**src/rtl/ecc_hamming_74_codec.sv**
```systemverilog
// ecc_hamming_74_codec
// Registered (7,4) Hamming SECDED codec with independent encode and decode
// pipes, each one register stage deep. Sits between a datapath and a narrow
// storage/link that needs single-error correction.
//
// Parameter:
//   SECDED            1 = generate/check the extra overall parity bit
//                     0 = plain Hamming(7,4), extra parity forced/ignored
// Optional macro:
//   ECC_ERR_CNT_EN    when defined, saturating 16-bit single/double error
//                     counters are built; otherwise both outputs are tied to 0
//
// Ports:
//   clk, rst                 clock, synchronous active-high reset
//   enc_valid, enc_din       encoder input qualifier and 4-bit data
//   enc_out_valid            encoder output qualifier (enc_valid delayed 1)
//   enc_codeword             7-bit codeword {d3,d2,d1,p4,d0,p2,p1}
//   enc_extra_parity         even overall parity of the codeword
//   dec_valid, dec_codeword  decoder input qualifier and received word
//   dec_extra_parity         received overall parity bit
//   dec_out_valid            decoder output qualifier (dec_valid delayed 1)
//   dec_dout                 corrected data {c6,c5,c4,c2}
//   dec_error_single_bit     single error detected and corrected
//   dec_error_double_bit     uncorrectable double error
//   dec_syndrome             raw syndrome {s4,s2,s1}
//   err_single_cnt           accepted decodes flagged single (saturating)
//   err_double_cnt           accepted decodes flagged double (saturating)

module ecc_hamming_74_codec #(
  parameter bit SECDED = 1'b1
) (
  input  logic        clk,
  input  logic        rst,
  input  logic        enc_valid,
  input  logic [3:0]  enc_din,
  output logic        enc_out_valid,
  output logic [6:0]  enc_codeword,
  output logic        enc_extra_parity,
  input  logic        dec_valid,
  input  logic [6:0]  dec_codeword,
  input  logic        dec_extra_parity,
  output logic        dec_out_valid,
  output logic [3:0]  dec_dout,
  output logic        dec_error_single_bit,
  output logic        dec_error_double_bit,
  output logic [2:0]  dec_syndrome,
  output logic [15:0] err_single_cnt,
  output logic [15:0] err_double_cnt
);

  logic       enc_out_valid_q, enc_out_valid_d;
  logic [6:0] enc_codeword_q, enc_codeword_d;
  logic       enc_extra_parity_q, enc_extra_parity_d;
  logic       dec_out_valid_q, dec_out_valid_d;
  logic [3:0] dec_dout_q, dec_dout_d;
  logic       dec_single_q, dec_single_d;
  logic       dec_double_q, dec_double_d;
  logic [2:0] dec_syndrome_q, dec_syndrome_d;

  logic [6:0] enc_cw;
  logic [2:0] syn;
  logic       op;
  logic       single_now;
  logic       double_now;
  logic       do_correct;
  logic [6:0] flip_mask;
  logic [6:0] corrected;

  // Encoder: parity bits sit at the power-of-two Hamming positions.
  always_comb begin
    enc_cw[0] = enc_din[0] ^ enc_din[1] ^ enc_din[3];
    enc_cw[1] = enc_din[0] ^ enc_din[2] ^ enc_din[3];
    enc_cw[2] = enc_din[0];
    enc_cw[3] = enc_din[1] ^ enc_din[2] ^ enc_din[3];
    enc_cw[4] = enc_din[1];
    enc_cw[5] = enc_din[2];
    enc_cw[6] = enc_din[3];

    enc_out_valid_d    = enc_valid;
    enc_codeword_d     = enc_codeword_q;
    enc_extra_parity_d = enc_extra_parity_q;
    if (enc_valid) begin
      enc_codeword_d     = enc_cw;
      enc_extra_parity_d = SECDED ? (^enc_cw) : 1'b0;
    end
  end

  // Decoder: op separates odd-weight errors (correctable) from even-weight
  // ones; without SECDED every nonzero syndrome is treated as correctable.
  always_comb begin
    syn[0] = dec_codeword[0] ^ dec_codeword[2] ^ dec_codeword[4] ^ dec_codeword[6];
    syn[1] = dec_codeword[1] ^ dec_codeword[2] ^ dec_codeword[5] ^ dec_codeword[6];
    syn[2] = dec_codeword[3] ^ dec_codeword[4] ^ dec_codeword[5] ^ dec_codeword[6];
    op     = SECDED ? ((^dec_codeword) ^ dec_extra_parity) : 1'b0;

    if (SECDED) begin
      do_correct = (syn != 3'd0) && op;
      single_now = op;
      double_now = (syn != 3'd0) && !op;
    end else begin
      do_correct = (syn != 3'd0);
      single_now = (syn != 3'd0);
      double_now = 1'b0;
    end

    for (int i = 0; i < 7; i++) begin
      flip_mask[i] = do_correct && (syn == 3'(i + 1));
    end
    corrected = dec_codeword ^ flip_mask;

    dec_out_valid_d = dec_valid;
    dec_dout_d      = dec_dout_q;
    dec_single_d    = dec_single_q;
    dec_double_d    = dec_double_q;
    dec_syndrome_d  = dec_syndrome_q;
    if (dec_valid) begin
      dec_dout_d     = {corrected[6], corrected[5], corrected[4], corrected[2]};
      dec_single_d   = single_now;
      dec_double_d   = double_now;
      dec_syndrome_d = syn;
    end
  end

  always_ff @(posedge clk) begin
    if (rst) begin
      enc_out_valid_q    <= 1'b0;
      enc_codeword_q     <= '0;
      enc_extra_parity_q <= 1'b0;
      dec_out_valid_q    <= 1'b0;
      dec_dout_q         <= '0;
      dec_single_q       <= 1'b0;
      dec_double_q       <= 1'b0;
      dec_syndrome_q     <= '0;
    end else begin
      enc_out_valid_q    <= enc_out_valid_d;
      enc_codeword_q     <= enc_codeword_d;
      enc_extra_parity_q <= enc_extra_parity_d;
      dec_out_valid_q    <= dec_out_valid_d;
      dec_dout_q         <= dec_dout_d;
      dec_single_q       <= dec_single_d;
      dec_double_q       <= dec_double_d;
      dec_syndrome_q     <= dec_syndrome_d;
    end
  end

  assign enc_out_valid        = enc_out_valid_q;
  assign enc_codeword         = enc_codeword_q;
  assign enc_extra_parity     = enc_extra_parity_q;
  assign dec_out_valid        = dec_out_valid_q;
  assign dec_dout             = dec_dout_q;
  assign dec_error_single_bit = dec_single_q;
  assign dec_error_double_bit = dec_double_q;
  assign dec_syndrome         = dec_syndrome_q;

`ifdef ECC_ERR_CNT_EN
  logic [15:0] err_single_cnt_q, err_single_cnt_d;
  logic [15:0] err_double_cnt_q, err_double_cnt_d;

  // Counters saturate at all-ones so a long error burst never wraps to a
  // misleadingly small value.
  always_comb begin
    err_single_cnt_d = err_single_cnt_q;
    err_double_cnt_d = err_double_cnt_q;
    if (dec_valid && single_now && (err_single_cnt_q != 16'hFFFF)) begin
      err_single_cnt_d = err_single_cnt_q + 16'd1;
    end
    if (dec_valid && double_now && (err_double_cnt_q != 16'hFFFF)) begin
      err_double_cnt_d = err_double_cnt_q + 16'd1;
    end
  end

  always_ff @(posedge clk) begin
    if (rst) begin
      err_single_cnt_q <= '0;
      err_double_cnt_q <= '0;
    end else begin
      err_single_cnt_q <= err_single_cnt_d;
      err_double_cnt_q <= err_double_cnt_d;
    end
  end

  assign err_single_cnt = err_single_cnt_q;
  assign err_double_cnt = err_double_cnt_q;
`else
  assign err_single_cnt = '0;
  assign err_double_cnt = '0;
`endif

endmodule

```
**config.mk**
```make
export PLATFORM = sky130hd
export DESIGN_NAME = ecc_hamming_74_codec
export DESIGN_NICKNAME = d
export VERILOG_FILES = /design/src/rtl/ecc_hamming_74_codec.sv
export SDC_FILE = /design/constraint.sdc
export NUM_CORES = 1
export LEC_CHECK = 0
export ABC_AREA = 1
export CAP_MARGIN = 20
export CORE_AREA = 10 10 75 77
export CTS_CLUSTER_DIAMETER = 50
export CTS_CLUSTER_SIZE = 16
export DETAILED_ROUTE_END_ITERATION = 8
export DIE_AREA = 0 0 85 87
export PLACE_DENSITY = 0.71
export SLEW_MARGIN = 5
export SYNTH_ARGS = -nofsm -noshare
export SYNTH_HDL_FRONTEND = slang
export SYNTH_SLANG_ARGS = --single-unit
```
**constraint.sdc**
```tcl
create_clock -name clk -period 1.5 [get_ports clk]
set_clock_uncertainty 0.2 [all_clocks]
set_input_delay 0.225 -clock clk [delete_from_list [all_inputs] [get_ports clk]]
set_output_delay 0.225 -clock clk [all_outputs]
set_load 0.1 [all_outputs]
```
==> flow_summary.json, run 1 <==
{
  "critPathMaxStageDelay_ns": 0.53,
  "run_status": "finished, final reports clean",
  "max_freq_mhz": 733,
  "maxCapViolCount": 0,
  "clk_latency_ns": 0.25,
  "p_sw_w": 0.00105,
  "r2r.worst_path.cells": 4,
  "slew_viol_final": 0,
  "synth.distinct_cells": 27,
  "timing.critical_path.mode_cell": "nand2_1",
  "cp.arrival_ns": 1.34,
  "drcViolationCount": 0,
  "period_needed_ns": 1.36,
  "yosysWarnings": 0,
  "grt_pass1_vias": 1318,
  "wl_met2_um": 1720,
  "cts_tree": "built",
  "postCtsSetupRepairBufs": 0,
  "cp.depth": 6,
  "min_from": "dec_codeword[2]",
  "rsz0062_at_grt": "false",
  "coreArea_um2": 4230,
  "setup_viol": 0,
  "ys_seq_elements": 19,
  "place_congestion": 0.817,
  "final_cell_mix": "nand2_1, conb_1, nor2_1, buf_4, buf_12",
  "finalNonFillerCells": 324,
  "antenna_found_initial": 0,
  "netlist_instances": 220,
  "wl_per_cell_um": 10.7,
  "crit_path_top_delay_cell": "clkdlybuf4s50_1",
  "crit_family": "buffers and inverters",
  "die-area_um2": 7400,
  "netSwitchingFraction_pct": 50.2,
  "drtPass1Iterations": 4,
  "min_path_cells": 6,
  "die_x_um": 85,
  "cp-start-kind": "input pin",
  "worst-path-max-fanout": 3,
  "critical_path_class": "in2reg",
  "finalHoldViolations": 0,
  "wl_um": 3470,
  "seq_area_frac_synth_pct": 26.7,
  "dp_hpwl_um": 2980,
  "avgViaCountPerCell": 4.19,
  "hold_class": "in2reg",
  "grt_overflow": 0,
  "row_count": 24,
  "portBuffers": 34,
  "cts_root_buffer": "clkbuf_8",
  "avgSynthCellArea_um2": 6.48,
  "cts_made_buffers": 3,
  "synth_area_um2": 1430,
  "final_layout_size_suffix_gt1_share_pct": 29.0,
  "h-tree-depth": 1,
  "p_comb_share_pct": 55.8,
  "final_common_cell": "nand2_1",
  "boundaryPins": 67,
  "powerDensity_nw_per_um2": 1020,
  "start_util_pct": 33.7,
  "p_leak_nw": 1.08,
  "seqPwrFrac_pct": 27.9,
  "fin_tns_setup_ns": 0,
  "syn_to_final_growth_pct": 44.5,
  "grt_pass1_wl_um": 5610,
  "cp-end-kind": "flop",
  "crit_chain": "clkdlybuf4s50_1 > xor2_1 > nand2_1 > nand3_1 > nand2_1 > a31oi_1",
  "cts_max_path_buffers": 2,
  "grt_max_degree": 13,
  "r2r-start": "enc_extra_parity",
  "fin_crit_sh_pct": 90.9,
  "wl_met3_um": 235,
  "startpoint": "enc_din[2]",
  "routed.top_layer": "met4",
  "ir_drop_mv": 0.312,
  "fp.dieH_um": 87,
  "nets": 289,
  "num_vias": 1356,
  "cts_sinks": 19,
  "required_ns": 1.48,
  "dr.first_iter.drc_count": 52,
  "wl_met1_um": 1450,
  "cts.clk_slew.worst_paths_ns": 0.07,
  "dp_cells": 320,
  "p_int_w": 0.00104,
  "antenna_cells": 0,
  "grt_usage_pct": 8.79,
  "p_clk_share_pct": 16.3,
  "drtAntennaViolNets": 0,
  "path_buf_inv": 1
}
-- power groups by stage --
| stage | registers [W] | clock network [W] | logic [W] |
|---|---|---|---|
| finish | 0.000585 | 0.000341 | 0.00117 |
| global route | 0.000589 | 0.000383 | 0.00123 |
| global placement | 0.000596 | 0 | 0.00116 |
| floorplan | 0.000853 | 0 | 0.000643 |
| detailed placement | 0.000597 | 0 | 0.00117 |
| CTS | 0.000585 | 0.000361 | 0.00117 |
-- sequential cells by signal (all words and copies together), names as in the netlist --
name                  count
dec_error_single_bit      1
dec_syndrome              3
dec_error_double_bit      1
dec_dout                  4
enc_codeword              7
enc_extra_parity          1
enc_out_valid             1
dec_out_valid             1
-- path summary, 6_finish.rpt --
path,endpoint,slack [ns]
setup reg to reg,enc_extra_parity,0.51
hold reg to reg,enc_codeword[6],0.30
setup / recovery,enc_codeword[3],0.14
hold / removal,dec_dout[0],0.23
-- routing by layer --
| metal | GRT usage, % | vias to the layer above |
|---|---|---|
| met4 | 3.74 | 0 |
| li1 | - | 713 |
| met1 | 9.44 | 585 |
| met2 | 15.6 | 54 |
| met3 | 2.62 | 4 |
| met5 | 0 | - |
-- Yosys cell counts, drive strengths merged --
master,instances,area (µm²)
a31oi,1,6.26
xnor2,5,43.8
o21ai,5,25.0
a21oi,5,25.0
a211oi,4,30.0
nor3,1,10.0
nand2,73,302
nor2,25,96.4
conb,1,3.75
clkbuf,2,7.51
clkinv,1,3.75
dfxtp,19,380
nand3,10,55.1
buf,36,283
nand4,3,18.8
xor2,4,35.0
o211ai,2,15.0
inv,23,86.3
-- cell type report --
type | count | area (µm²)
fillers | 430 | 2170
multi-input cells | 170 | 810
repair buffers | 55 | 666
flip-flops and latches | 19 | 384
inverters | 24 | 90.1
well taps | 52 | 65.1
clock buffers | 3 | 41.3
clock inverters | 1 | 5.00
-- cells by family after synthesis --
group                  share of synthesized area (%)
AO/OA/AOI/OAI                                   7.10
flip-flops                                      26.7
AND/OR/NAND/NOR                                 33.8
other                                          0.263
buffers and inverters                           26.7
XOR/XNOR                                        5.53
-- worst min-delay path, delay by kind of cell --
family                 cells  cell delay (ns)
buffers and inverters      3             0.28
and+or+nand+nor            3             0.14
-- repair_timing --
| item | CTS | global route |
|---|---|---|
| hold buffers | 0 | 0 |
| endpoints found under the setup margin | 9 | 6 |
| resized for setup | 17 | 19 |
| pin swaps | 1 | 1 |
-- per-stage QoR --
step | instance area [µm²] | hold slack, ns | utilization, % | worst slack (ns) | total power [W]
final | 2060 | 0.227 | 48.7 | 0.136 | 0.00210
after global routing | 2060 | 0.277 | 48.7 | 0.00270 | 0.00220
after CTS | 2070 | 0.298 | 49.0 | 0.00479 | 0.00211
after detailed placement | 2020 | 0.288 | 47.8 | -0.575 | 0.00176
after global placement | 2020 | 0.285 | 47.8 | -0.545 | 0.00175
after floorplan | 1550 | 0.116 | - | 0.000565 | 0.00150
No activity file was read; power rests on OpenSTA's default activity.
==> run 2: changes to the inputs <==
CORE_AREA = 3 3 68 70   (was 10 10 75 77)
CTS_CLUSTER_DIAMETER = 40   (was 50)
DIE_AREA = 0 0 71 73   (was 0 0 85 87)
==> flow_summary.json, run 2 (synthesis results as in run 1) <==
{
  "dpl_cell_area_um2": 2040,
  "critical_path_class": "in2reg",
  "portBuffers": 34,
  "slew_viol_final": 0,
  "r2r-end": "enc_codeword[0]",
  "grt_pass1_wl_um": 4930,
  "required_ns": 1.47,
  "fill_cells": 397,
  "worst-path-max-fanout": 3,
  "drtPass1Iterations": 5,
  "cts_max_path_buffers": 2,
  "reg2reg_slack_ns": 0.55,
  "hold_class": "in2reg",
  "largest_reg_flops": 7,
  "crit_path_top_delay_cell": "clkdlybuf4s50_1",
  "multi_input_area_um2": 797,
  "die-area_um2": 5180,
  "fin_area_um2": 2070,
  "ir_drop_mv": 0.454,
  "cp-end-kind": "flop",
  "grt_pass1_vias": 1172,
  "antenna_cells": 0,
  "fp.dieH_um": 73,
  "cts_sinks": 19,
  "fin_crit_sh_pct": 92.5,
  "coreArea_um2": 4030,
  "max_freq_mhz": 721,
  "r2r-start": "enc_codeword[0]",
  "final_layout_size_suffix_gt1_share_pct": 29.1,
  "crit_end": "enc_codeword[3]",
  "grt_usage_pct": 11.5,
  "powerDensity_nw_per_um2": 1020,
  "grt_max_degree": 15,
  "place_congestion": 0.816,
  "drcViolationCount": 0,
  "clk_latency_ns": 0.25,
  "cts_made_buffers": 3,
  "cp-start-kind": "input pin",
  "cts_root_buffer": "clkbuf_8",
  "h-tree-depth": 1,
  "boundaryPins": 67,
  "start_util_pct": 35.4,
  "crit_chain": "clkdlybuf4s50_1 > xor2_1 > nand2_1 > nand3_1 > nand2_1 > a31oi_1",
  "run_status": "finished, final reports clean",
  "finalHoldViolations": 0,
  "antenna_found_initial": 0,
  "die_x_um": 71,
  "row_count": 23,
  "p_leak_nw": 1.09,
  "grt_overflow": 0,
  "dp_hpwl_um": 2620,
  "avgViaCountPerCell": 4.19,
  "drtAntennaViolNets": 0,
  "wl_um": 3110,
  "wl_per_cell_um": 9.58,
  "startpoint": "enc_din[1]",
  "critPathMaxStageDelay_ns": 0.54,
  "period_needed_ns": 1.39,
  "cp.arrival_ns": 1.36,
  "setup_viol": 0,
  "fin_tns_setup_ns": 0,
  "nets": 292,
  "num_vias": 1361,
  "r2r.worst_path.cells": 2,
  "syn_to_final_growth_pct": 45.0,
  "fin_util_pct": 51.3,
  "final_common_cell": "nand2_1",
  "final_cell_mix": "nand2_1, conb_1, buf_4, nor2_1, buf_12",
  "dr.first_iter.drc_count": 44,
  "maxCapViolCount": 0,
  "cts.clk_slew.worst_paths_ns": 0.07,
  "regArea_um2": 384,
  "cts_tree": "built",
  "timing.critical_path.mode_cell": "nand2_1"
}
run 2: changes by cell type in the layout (fill, tap and decap cells not counted):
cell	previous run	this run
xnor2_1	3	5
inv_2	10	8
clkbuf_2	4	6
nand2_1	64	63
buf_2	3	0
inv_1	13	15
buf_4	20	25
xnor2_2	2	0
clkdlybuf4s15_1	1	0
nand2_2	7	8
run 2: layer usage:
layer,GRT usage (%),routed length [µm],vias to the layer above
met5,0,0,-
met4,2.51,14,0
met3,2.34,183,2
met2,20.2,1530,43
met1,14.7,1390,594
li1,-,-,722
run 2: timing repair:
| item | 4_1_cts | 5_1_grt |
|---|---|---|
| pin swaps | 1 | 3 |
| setup buffers | 0 | 0 |
| resized for setup | 14 | 22 |
| setup endpoints to repair | 9 | 6 |
| hold buffers | 0 | 0 |
run 2: critical path, delay by kind of cell:
family | cells | cell delay (ns)
buffers and inverters | 1 | 0.54
and+or+nand+nor | 3 | 0.27
xor gates and xnor gates | 1 | 0.21
AOI/OAI and AO/OA | 1 | 0.12
run 2: metrics by stage:
stage                     power [W]  hold slack [ns]  std cells  setup WS (ns)
after floorplan             0.00150            0.116        251       0.000565
after CTS                   0.00212            0.303        325        -0.0172
after detailed placement    0.00178            0.292        321         -0.590
after global placement      0.00177            0.289        321         -0.549
final                       0.00210            0.232        325          0.113
after global routing        0.00221            0.270        325       -0.00435
run 2: worst min path at each step:
| stage | slack (ns) | startpoint | cells past startpoint | end |
|---|---|---|---|---|
| finish | 0.23 | dec_codeword[2] | 6 | dec_dout[0] |
| floorplan | 0.12 | enc_valid | 1 | enc_codeword[3] |
| CTS | 0.30 | enc_codeword[6] | 2 | enc_codeword[6] |
| global placement | 0.29 | enc_codeword[6] | 2 | enc_codeword[6] |
| detailed placement | 0.29 | dec_error_double_bit | 2 | dec_error_double_bit |
| global route | 0.27 | dec_codeword[2] | 6 | dec_dout[0] |
run 2: area by class of cell:
cell class | count | share of cell area, %
multi-input cells | 170 | 38.5
repair buffers | 58 | 33.3
flip-flops and latches | 19 | 18.6
inverters | 24 | 4.36
well taps | 50 | 3.02
clock buffers | 3 | 2.00
clock inverters | 1 | 0.242
run 2: report_power, final:
group | internal (W) | leakage (nW) | switching (W) | total (W)
registers | 0.000546 | 0.159 | 0.0000402 | 0.000586
logic | 0.000322 | 0.905 | 0.000855 | 0.00118
clock network | 0.000184 | 0.0255 | 0.000158 | 0.000342
